**config.mk**
```make
export PLATFORM = sky130hd
export DESIGN_NAME = branch_resolver
export DESIGN_NICKNAME = d
export VERILOG_FILES = /design/src/rtl/branch_resolver_pkg.sv /design/src/rtl/br_fifo.sv /design/src/rtl/branch_resolver.sv
export SDC_FILE = /design/constraint.sdc
export NUM_CORES = 1
export LEC_CHECK = 0
export BUFFER_PORTS_ARGS = -buffer_cell sky130_fd_sc_hd__buf_4
export CORE_MARGIN = 2
export CORE_UTILIZATION = 39
export DETAILED_ROUTE_END_ITERATION = 10
export REMOVE_ABC_BUFFERS = 1
export SLEW_MARGIN = 0
export SYNTH_ARGS = -nofsm -noshare
export SYNTH_HDL_FRONTEND = slang
export SYNTH_HIERARCHICAL = 1
export SYNTH_SLANG_ARGS = --single-unit
```
**constraint.sdc**
```tcl
create_clock -name clk -period 7.4 [get_ports clk]
set_input_delay 0.74 -clock clk [delete_from_list [all_inputs] [get_ports clk]]
set_output_delay 0.74 -clock clk [all_outputs]
set_load 0.01 [all_outputs]
```
**src/rtl/branch_resolver_pkg.sv**
```systemverilog
// Shared widths and constants for the branch resolution unit.
package branch_resolver_pkg;

   localparam int unsigned InstAddrBus = 32;
   localparam int unsigned ADDR_W_DEF  = InstAddrBus;
   localparam int unsigned DEPTH_DEF   = 4;

   // Sticky error vector layout
   localparam int unsigned ERR_W   = 2;
   localparam int unsigned ERR_OVF = 0;  // overflow / underflow
   localparam int unsigned ERR_ORD = 1;  // resolved PC differs from queue head

endpackage

```
**src/rtl/br_fifo.sv**
```systemverilog
// In-order FIFO of in-flight predictions with synchronous clear and occupancy count.
module br_fifo #(
   parameter int unsigned DEPTH = 4,
   parameter int unsigned WIDTH = 8
) (
   input  logic                     clk,
   input  logic                     rst,
   input  logic                     push_i,
   input  logic                     pop_i,
   input  logic                     clr_i,
   input  logic [WIDTH-1:0]         wdata_i,
   output logic [WIDTH-1:0]         rdata_o,
   output logic [$clog2(DEPTH):0]   count_o
);

   localparam int unsigned PTR_W = $clog2(DEPTH);
   localparam int unsigned CNT_W = PTR_W + 1;

   logic [WIDTH-1:0] mem_q [DEPTH];
   logic [PTR_W-1:0] wptr_q, wptr_d;
   logic [PTR_W-1:0] rptr_q, rptr_d;
   logic [CNT_W-1:0] cnt_q, cnt_d;

   // Next pointer/count; clear wins over push and pop
   always_comb begin
      wptr_d = wptr_q;
      rptr_d = rptr_q;
      cnt_d  = cnt_q;
      if (clr_i) begin
         wptr_d = '0;
         rptr_d = '0;
         cnt_d  = '0;
      end else begin
         if (push_i) wptr_d = wptr_q + PTR_W'(1);
         if (pop_i)  rptr_d = rptr_q + PTR_W'(1);
         cnt_d = cnt_q + CNT_W'(push_i) - CNT_W'(pop_i);
      end
   end

   // Pointer and count state
   always_ff @(posedge clk or negedge rst) begin
      if (!rst) begin
         wptr_q <= '0;
         rptr_q <= '0;
         cnt_q  <= '0;
      end else begin
         wptr_q <= wptr_d;
         rptr_q <= rptr_d;
         cnt_q  <= cnt_d;
      end
   end

   // Entry storage; contents are don't-care after reset
   always_ff @(posedge clk) begin
      if (push_i && !clr_i) mem_q[wptr_q] <= wdata_i;
   end

   assign rdata_o = mem_q[rptr_q];
   assign count_o = cnt_q;

endmodule

```
**src/rtl/branch_resolver.sv**
```systemverilog
// Compares resolved branches with recorded predictions, trains the predictor and flushes on mispredict.
module branch_resolver
   import branch_resolver_pkg::*;
#(
   parameter int unsigned DEPTH  = DEPTH_DEF,
   parameter int unsigned ADDR_W = ADDR_W_DEF
) (
   input  logic              clk,
   input  logic              rst,
   input  logic              rdy,
   input  logic              if_br_valid,
   input  logic [ADDR_W-1:0] if_pc,
   input  logic              if_jmp_e,
   input  logic [ADDR_W-1:0] if_pred,
   output logic              if_full,
   input  logic              ex_br_valid,
   input  logic [ADDR_W-1:0] ex_pc,
   input  logic              ex_taken,
   input  logic [ADDR_W-1:0] ex_target,
   output logic [ADDR_W-1:0] addr_r,
   output logic              jmp_r,
   output logic              change_e,
   output logic [ADDR_W-1:0] target_addr,
   output logic              flush,
   output logic [ADDR_W-1:0] redirect_pc,
   output logic [ERR_W-1:0]  err
);

   localparam int unsigned CNT_W = $clog2(DEPTH) + 1;
   localparam int unsigned ENT_W = 2 * ADDR_W + 1;

   logic [ENT_W-1:0]  head_c;
   logic [ADDR_W-1:0] head_pc_c, head_pred_c;
   logic              head_jmp_c;
   logic [CNT_W-1:0]  count_c;
   logic full_c, empty_c, deq_req_c, deq_ok_c, pc_mis_c, mis_c;
   logic good_deq_c, enq_req_c, push_c, ovf_c;

   logic [ADDR_W-1:0] addr_r_q, addr_r_d, target_q, target_d, redirect_q, redirect_d;
   logic              jmp_r_q, jmp_r_d, change_e_q, change_e_d, flush_q, flush_d;
   logic [ERR_W-1:0]  err_q, err_d;

   br_fifo #(
      .DEPTH (DEPTH),
      .WIDTH (ENT_W)
   ) u_fifo (
      .clk     (clk),
      .rst     (rst),
      .push_i  (push_c),
      .pop_i   (good_deq_c),
      .clr_i   (mis_c),
      .wdata_i ({if_pc, if_jmp_e, if_pred}),
      .rdata_o (head_c),
      .count_o (count_c)
   );

   assign {head_pc_c, head_jmp_c, head_pred_c} = head_c;

   assign full_c     = (count_c == CNT_W'(DEPTH));
   assign empty_c    = (count_c == '0);
   assign deq_req_c  = rdy && ex_br_valid;
   assign deq_ok_c   = deq_req_c && !empty_c;
   assign pc_mis_c   = (head_pc_c != ex_pc);
   assign mis_c      = deq_ok_c && (pc_mis_c || (ex_taken != head_jmp_c) ||
                                    (ex_taken && head_jmp_c && (ex_target != head_pred_c)));
   assign good_deq_c = deq_ok_c && !mis_c;
   // A full queue still accepts when the head retires correctly in the same cycle
   assign enq_req_c  = rdy && if_br_valid && !flush_q && !mis_c;
   assign push_c     = enq_req_c && (!full_c || good_deq_c);
   assign ovf_c      = (enq_req_c && full_c && !good_deq_c) || (deq_req_c && empty_c);

   // Next training/flush pulses; pulses hold across rdy=0 and drop at the next rdy=1 edge
   always_comb begin
      addr_r_d   = addr_r_q;
      jmp_r_d    = jmp_r_q;
      change_e_d = change_e_q;
      target_d   = target_q;
      flush_d    = flush_q;
      redirect_d = redirect_q;
      err_d      = err_q;
      if (rdy) begin
         jmp_r_d = deq_ok_c;
         flush_d = mis_c;
         if (deq_ok_c) begin
            addr_r_d   = ex_pc;
            change_e_d = ex_taken;
            target_d   = ex_target;
         end
         if (mis_c) redirect_d = ex_taken ? ex_target : ex_pc + ADDR_W'(4);
         err_d[ERR_OVF] = err_q[ERR_OVF] | ovf_c;
         err_d[ERR_ORD] = err_q[ERR_ORD] | (deq_ok_c && pc_mis_c);
      end
   end

   // Registered outputs
   always_ff @(posedge clk or negedge rst) begin
      if (!rst) begin
         addr_r_q   <= '0;
         jmp_r_q    <= 1'b0;
         change_e_q <= 1'b0;
         target_q   <= '0;
         flush_q    <= 1'b0;
         redirect_q <= '0;
         err_q      <= '0;
      end else begin
         addr_r_q   <= addr_r_d;
         jmp_r_q    <= jmp_r_d;
         change_e_q <= change_e_d;
         target_q   <= target_d;
         flush_q    <= flush_d;
         redirect_q <= redirect_d;
         err_q      <= err_d;
      end
   end

   assign if_full     = full_c;
   assign addr_r      = addr_r_q;
   assign jmp_r       = jmp_r_q;
   assign change_e    = change_e_q;
   assign target_addr = target_q;
   assign flush       = flush_q;
   assign redirect_pc = redirect_q;
   assign err         = err_q;

endmodule

```
* Word level (Yosys, flattened, before mapping)
Memory sizes are Yosys's and may differ from the RTL's.
Cells that the tools add are included.
W data, S select, Z words.
** Storage, ports and cells
- Register bits :: 108
- Latch bits :: 0
- RAM bits :: 260
- Bits in read-only memories :: 0
- Input bits :: 135
- Output and inout bits :: 102
- Word-level logic and storage cells :: 59
- Memories kept :: 1
** Operators by class
- $add $sub $neg :: 5
- Multiply operators :: 0
- Div/mod/pow operators :: 0
- Order comparisons :: 0
- Eq/ne operators :: 4
- Shift operators :: 0
- Mux-type cells :: 8
- Bitwise operators :: 2
- Reduce and logical (&&, ||, !) cells :: 29
** Memory list
- u_fifo.mem_q :: depth 4, width 65, rd ports 1, clocked after Yosys merged registers in 0, wr ports 1, line br_fifo.sv:19 : logic [WIDTH-1:0] mem_q [DEPTH];
** Operators with widths (number)
- $ne A32 B32 Y1 :: 2
- $add A32 B3 Y32 const B :: 1
- $mux W32 :: 1
- $logic_and A1 B1 Y1 :: 15
- $mux W2 :: 4
- $logic_not A1 Y1 :: 5
- $add A2 B1 Y2 const B :: 2
- $logic_or A1 B1 Y1 :: 4
- $reduce_and A2 Y1 :: 2
- $reduce_bool A2 Y1 :: 2
- $add A3 B1 Y3 :: 1
- $eq A3 B3 Y1 const B :: 1
- $logic_not A3 Y1 :: 1
- $mux W3 :: 1
- $sub A3 B1 Y3 :: 1
- $mux W1 :: 2
- $or A1 B1 Y1 :: 2
- $ne A1 B1 Y1 :: 1

* Depth between registers and ports, before layout
An unclocked memory read counts as a cell.
- Depth in word-level cells :: 12
- Depth in mapped cells :: 17
- Depth with buffers taken out :: 14

* Modules after synthesis
Netlist, hierarchy kept.
** Modules (own cells, without submodules)
- br_fifo :: times used 1, cells an instance 377, area each 9816.9 sq um, seq. area each 7982.7 sq um
- branch_resolver :: times used 1, cells an instance 606, area each 5561.6 sq um, seq. area each 2527.4 sq um

* Least setup slack after synthesis
No wires, ideal clock.
- Path type :: register -> register
- Start :: register u_fifo.rptr_q[0]
- End :: memory u_fifo/mem_q[0][0] in the netlist's numbering, enable pin
- Library setup time :: 0.430 ns
- Arrival :: 4.537 ns
- Data required time :: 6.970 ns
- Path slack :: 2.433 ns
- Cell stages (with the launch flop) :: 13
- Buffers on the path :: 3
- Period minus slack after synthesis :: 4.967 ns
- Path through :: dfrtp_1 > buf_6 > buf_12 > buf_8 > mux4_2 > xnor2_1 > nand4_1 > nor4_2 > nand2_1 > or3_2 > o31ai_1 > nor2b_1 > and2_1
** Between the ends
- Longest elaborated chain between the ends :: 12
- Elaborated cells on any way between the ends :: 17
- Those cells by class :: 3 x eq/ne; 2 x mux; 11 x reduce/logical; 1 x memory
** RTL lines
- start: declaration :: line br_fifo.sv:21 : logic [PTR_W-1:0] rptr_q, rptr_d;
- start signal: assignment :: line br_fifo.sv:48 : rptr_q <= rptr_d;
- $mem_v2 Z4 W65 *
- named net head_c[60] :: line branch_resolver.sv:32 : logic [ENT_W-1:0] head_c;
- $ne A32 B32 Y1 * :: line branch_resolver.sv:63 : assign pc_mis_c = (head_pc_c != ex_pc);
- $logic_or A1 B1 Y1 * (2 in a row) :: line branch_resolver.sv:64 : assign mis_c = deq_ok_c && (pc_mis_c || (ex_taken != head_jmp_c) ||
- $logic_and A1 B1 Y1 * :: line branch_resolver.sv:64
- $logic_not A1 Y1 * :: line branch_resolver.sv:66, branch_resolver.sv:68
- $logic_and A1 B1 Y1 :: line branch_resolver.sv:66 : assign good_deq_c = deq_ok_c && !mis_c;
- $logic_or A1 B1 Y1 :: line branch_resolver.sv:69 : assign push_c = enq_req_c && (!full_c || good_deq_c);
- $logic_and A1 B1 Y1 * :: line branch_resolver.sv:69
- named net push_c :: line branch_resolver.sv:37 : logic good_deq_c, enq_req_c, push_c, ovf_c;
- $logic_and A1 B1 Y1 * :: line br_fifo.sv:55 : if (push_i && !clr_i) mem_q[wptr_q] <= wdata_i;
- $mux W1 * :: line br_fifo.sv:55
- $mux W1 (implied by the code) * :: line br_fifo.sv:55
- end: declaration :: line br_fifo.sv:19
The timed path passes the listed nets; every way through them passes the cells marked *.

* Worst setup path after layout
- Start :: register u_fifo.rptr_q[0]
- End :: memory u_fifo/mem_q[0][44] in the netlist's numbering, enable pin
** Between the ends
- Longest elaborated chain between the ends :: 12
- Elaborated cells on any way between the ends :: 17
- Those cells by class :: 3 x eq/ne; 2 x mux; 11 x reduce/logical; 1 x memory
** RTL lines
- $mem_v2 Z4 W65 *
- named net head_c[9] :: line branch_resolver.sv:32
- $ne A32 B32 Y1 * :: line branch_resolver.sv:65 : (ex_taken && head_jmp_c && (ex_target != head_pred_c)));
- $logic_and A1 B1 Y1 * :: line branch_resolver.sv:65
- $logic_or A1 B1 Y1 * :: line branch_resolver.sv:64
- $logic_and A1 B1 Y1 * :: line branch_resolver.sv:64
- $logic_not A1 Y1 * :: line branch_resolver.sv:66, branch_resolver.sv:68
- $logic_and A1 B1 Y1 :: line branch_resolver.sv:66
- $logic_or A1 B1 Y1 :: line branch_resolver.sv:69
- $logic_and A1 B1 Y1 * :: line branch_resolver.sv:69
- named net push_c :: line branch_resolver.sv:37
- $logic_and A1 B1 Y1 * :: line br_fifo.sv:55
- $mux W1 * :: line br_fifo.sv:55
- $mux W1 (implied by the code) * :: line br_fifo.sv:55
Marked as above.

==> run_summary.xml <==
<?xml version="1.0" encoding="UTF-8"?>
<metrics>
  <group name="timing">
    <metric name="fmax" unit="GHz">0.1715</metric>
    <metric name="setup-violations-final" unit="">0</metric>
    <metric name="finalHoldWorstSlack" unit="ns">0.2823</metric>
    <metric name="finalHoldViolCount" unit="">0</metric>
    <metric name="slew_at_the_pin_closest_to_its_max_slew_limit" unit="ns">1.122</metric>
    <metric name="fin_skew" unit="ns">0.009956</metric>
    <metric name="timing_max_transition_violations_final" unit="">0</metric>
    <metric name="min_period" unit="ns">5.831</metric>
    <metric name="setup_total_negative_slack" unit="ns">0</metric>
    <metric name="grt_setup_unrepaired" unit="">no</metric>
    <metric name="worst_slew_margin_rel" unit="%">25.23</metric>
    <metric name="min_period_over_period" unit="%">78.80</metric>
  </group>
  <group name="grt">
    <metric name="grt_max_degree" unit="">68</metric>
    <metric name="first_pass_grt_wire_length" unit="µm">57470</metric>
    <metric name="grt_overflow_total" unit="">0</metric>
    <metric name="number_of_global_route_vias_before_repair" unit="">8861</metric>
    <metric name="globalRouteTotalUtil" unit="%">18.80</metric>
    <metric name="antenna_found_initial" unit="">4</metric>
  </group>
  <group name="synth">
    <metric name="synth_enable_flop_cells" unit="">260</metric>
    <metric name="synthXorXnorAreaFrac" unit="%">5.549</metric>
    <metric name="yosys-mux-area-fraction" unit="%">12.83</metric>
    <metric name="synth-compound-area-share" unit="%">1.473</metric>
    <metric name="dominantRegCellSynth" unit="">edfxtp_1</metric>
    <metric name="netlist_area" unit="mm²">0.01538</metric>
    <metric name="synth_seq_cells" unit="">368</metric>
    <metric name="yosys.area_share.adder" unit="%">0.7811</metric>
    <metric name="synth_common_cells" unit="">edfxtp_1 (260), nand2_1 (231), dfrtp_1 (108), xnor2_1 (72), mux4_2 (65)</metric>
    <metric name="synth.area.top_cells" unit="">edfxtp_1 (51%), dfrtp_1 (18%), mux4_2 (9.5%)</metric>
    <metric name="synthDistinctLibCells" unit="">44</metric>
    <metric name="syn_avg_cell_area" unit="µm²">15.64</metric>
    <metric name="synth-warning-count" unit="">6</metric>
    <metric name="synth_cells" unit="">983</metric>
    <metric name="synth.largest_area_cell" unit="">edfxtp_1</metric>
    <metric name="synth.top_cell.area_share" unit="%">50.77</metric>
    <metric name="synth-simple-area-share" unit="%">8.665</metric>
    <metric name="synth_seq_area_share" unit="%">68.34</metric>
    <metric name="post-synth-top-count-cell" unit="">edfxtp_1</metric>
    <metric name="synth_async_sr_flop_share" unit="%">29.35</metric>
    <metric name="synth_top_family_by_area" unit="">multiplexers</metric>
  </group>
  <group name="power">
    <metric name="power.total" unit="mW">6.152</metric>
    <metric name="leakage" unit="nW">7.199</metric>
    <metric name="vdd_ir_drop_max" unit="mV">0.1335</metric>
    <metric name="power_density" unit="mW/mm²">325.4</metric>
  </group>
  <group name="clock_network">
    <metric name="worst_skew_pair.late_latency" unit="ns">0.53</metric>
    <metric name="maximum_clock_path_buffer_count" unit="">3</metric>
    <metric name="tritoncts.num_buffers" unit="">40</metric>
    <metric name="cts_tree" unit="">yes</metric>
    <metric name="numClockSinks" unit="">368</metric>
    <metric name="cts_root_buf" unit="">clkbuf_16</metric>
    <metric name="cts.htree.levels" unit="">2</metric>
    <metric name="post_cts_hold_buffer_count" unit="">0</metric>
    <metric name="cts_resized" unit="">0</metric>
    <metric name="post-cts-setup-buffers" unit="">0</metric>
    <metric name="clock_pin_slew_of_the_registers_on_the_worst_case_setup_and_hold_paths" unit="ns">0.06</metric>
  </group>
  <group name="route">
    <metric name="antenna_left" unit="">0</metric>
    <metric name="routedLengthMet1" unit="µm">17280</metric>
    <metric name="detail_route.drc_violations" unit="">0</metric>
    <metric name="routed_wire_length_per_instance" unit="µm">21.89</metric>
    <metric name="top_layer" unit="">met5</metric>
    <metric name="drt_first_iter_violations" unit="">602</metric>
    <metric name="detailroute.wirelength.met2" unit="µm">18410</metric>
    <metric name="vias_per_cell" unit="">4.975</metric>
    <metric name="postRouteWirelength" unit="µm">38720</metric>
    <metric name="drt_pass1_iterations" unit="">4</metric>
    <metric name="wl_met3" unit="µm">2396</metric>
    <metric name="vias" unit="">8801</metric>
  </group>
  <group name="die">
    <metric name="dieArea" unit="mm²">0.04104</metric>
    <metric name="start_util" unit="%">39.61</metric>
    <metric name="die_w" unit="µm">202.6</metric>
    <metric name="placementRows" unit="">72</metric>
    <metric name="die_y" unit="µm">202.6</metric>
    <metric name="coreArea" unit="mm²">0.03883</metric>
    <metric name="io-pin-count" unit="">237</metric>
  </group>
  <group name="cells_and_area">
    <metric name="fin_cells" unit="">1769</metric>
    <metric name="finish.instance_area" unit="mm²">0.01891</metric>
    <metric name="filler_cell_count" unit="">3378</metric>
    <metric name="final_net_count" unit="">1363</metric>
    <metric name="syn2layout_area_growth" unit="%">22.94</metric>
    <metric name="layout-drive-gt1-share" unit="%">33.73</metric>
  </group>
  <group name="setup_path">
    <metric name="timing.critical_path.arrival" unit="ns">5.97</metric>
    <metric name="critical_path.slowest_cell" unit="">dfrtp_4</metric>
    <metric name="crit_chain" unit="">mux4_2 &gt; xnor2_1 &gt; nand4_1 &gt; nor4_1 &gt; a21boi_0 &gt; or3_2 &gt; o31ai_1 &gt; nor2b_1 &gt; and2_4</metric>
    <metric name="timing.critical_path.slowest_cell_delay" unit="ns">1.02</metric>
    <metric name="path_max_fanout" unit="">65</metric>
    <metric name="worst_r2r_startpoint" unit="">u_fifo/rptr_q[0]</metric>
    <metric name="worst-setup-path-type" unit="">flip-flop to flip-flop</metric>
    <metric name="r2r_setup_slack" unit="ns">1.57</metric>
    <metric name="crit_end" unit="">u_fifo/mem_q[0][44]</metric>
    <metric name="ff2ff_path_depth" unit="">9</metric>
    <metric name="worst_setup_path_start_kind" unit="">flip-flop</metric>
    <metric name="startpoint" unit="">u_fifo/rptr_q[0]</metric>
    <metric name="critical_path.endpoint_type" unit="">flip-flop</metric>
    <metric name="crit-reg2reg-capture" unit="">u_fifo/mem_q[0][44]</metric>
    <metric name="required" unit="ns">7.54</metric>
  </group>
  <group name="place">
    <metric name="dp_hpwl" unit="µm">25910</metric>
    <metric name="total_placed_instance_area" unit="mm²">0.01757</metric>
    <metric name="gp_congestion" unit="">0.7145</metric>
    <metric name="place.detailed.instances" unit="">1695</metric>
    <metric name="io_buffer_count" unit="">236</metric>
  </group>
  <group name="run">
    <metric name="max_cap_viols" unit="">0</metric>
  </group>
  <group name="min_path">
    <metric name="worstHoldPathType" unit="">input pin to asynchronous set/reset pin</metric>
  </group>
  <group name="run_status">
    <metric name="status" unit="">finished clean</metric>
  </group>
</metrics>
[routing by layer]
metal | GRT usage [%] | vias to the layer above
li1 | - | 4070
met5 | 0 | -
met2 | 29.79 | 231
met3 | 4.591 | 53
met1 | 26.44 | 4445
met4 | 4.171 | 2
[layout by cell type, fill, tap and decap left out, types with 7 or more instances in the layout]
cell type and n:
o21ai_0 31, inv_1 8, nand3_1 13, nand4_1 28, clkbuf_16 41, mux2_2 7
nor2_1 13, mux4_2 65, ha_1 8, mux2_4 28, edfxtp_1 260, xor2_1 21
xnor2_1 72, buf_4 243, clkinv_2 9, nand2_1 231, dfrtp_1 106
[worst max-delay path, delay by kind of cell, from the launching register on]
kind	cells	cell delay, ns
AND/OR/NAND/NOR	5	2.66
flip-flops	1	1.02
multiplexers	1	0.61
XOR/XNOR	1	0.19
AO/OA/AOI/OAI	2	0.83
[state kept, by name, indices dropped and copies added, names as in the netlist]
signal          cells
addr_r             32
change_e            1
err                 2
flush               1
jmp_r               1
redirect_pc        32
target_addr        32
u_fifo/count_o      3
u_fifo/mem_q      260
u_fifo/rptr_q       2
u_fifo/wptr_q       2
[worst min path at each step]
stage | slack [ns] | end | depth (start not counted) | start
final | 0.28 | redirect_pc[6] | 1 | rst
after global routing | 0.33 | redirect_pc[21] | 1 | rst
after CTS | 0.29 | redirect_pc[6] | 1 | rst
after detailed placement | 0.46 | addr_r[1] | 2 | addr_r[1]
after global placement | 0.46 | target_addr[3] | 2 | target_addr[3]
after floorplan | 0.44 | addr_r[0] | 0 | rst
[final cells by class]
cell class	count	area, µm²	area share (%)
antenna	3	7.507	0.03971
clock buffer	48	1062	5.618
clock inverter	23	271.5	1.436
inverter	8	30.03	0.1588
multi-input combinational	557	4528	23.95
sequential	368	10520	55.62
tap	518	648.1	3.428
timing repair buffer	244	1844	9.754
[where the power goes]
group | switching [mW] | total, mW | leakage (nW) | internal [mW]
logic | 0.659 | 1.35 | 2.88 | 0.688
clock network | 0.797 | 2.03 | 0.650 | 1.23
registers | 0.183 | 2.78 | 3.67 | 2.59
[cells by family after synthesis]
family | count (synthesis)
xor gates and xnor gates | 95
adders and majority gates | 9
and+or+nand+nor | 312
muxes | 101
DFF | 368
AOI/OAI and AO/OA | 40
buffers and inverters | 58
[metrics by stage]
step	util (%)	worst slack (ns)
after global routing	48.68	1.239
after CTS	48.68	1.538
final	48.69	1.569
after global placement	45.24	1.705
after floorplan	-	-0.1051
after detailed placement	45.24	1.582
Power figures use the tool's default switching activity.
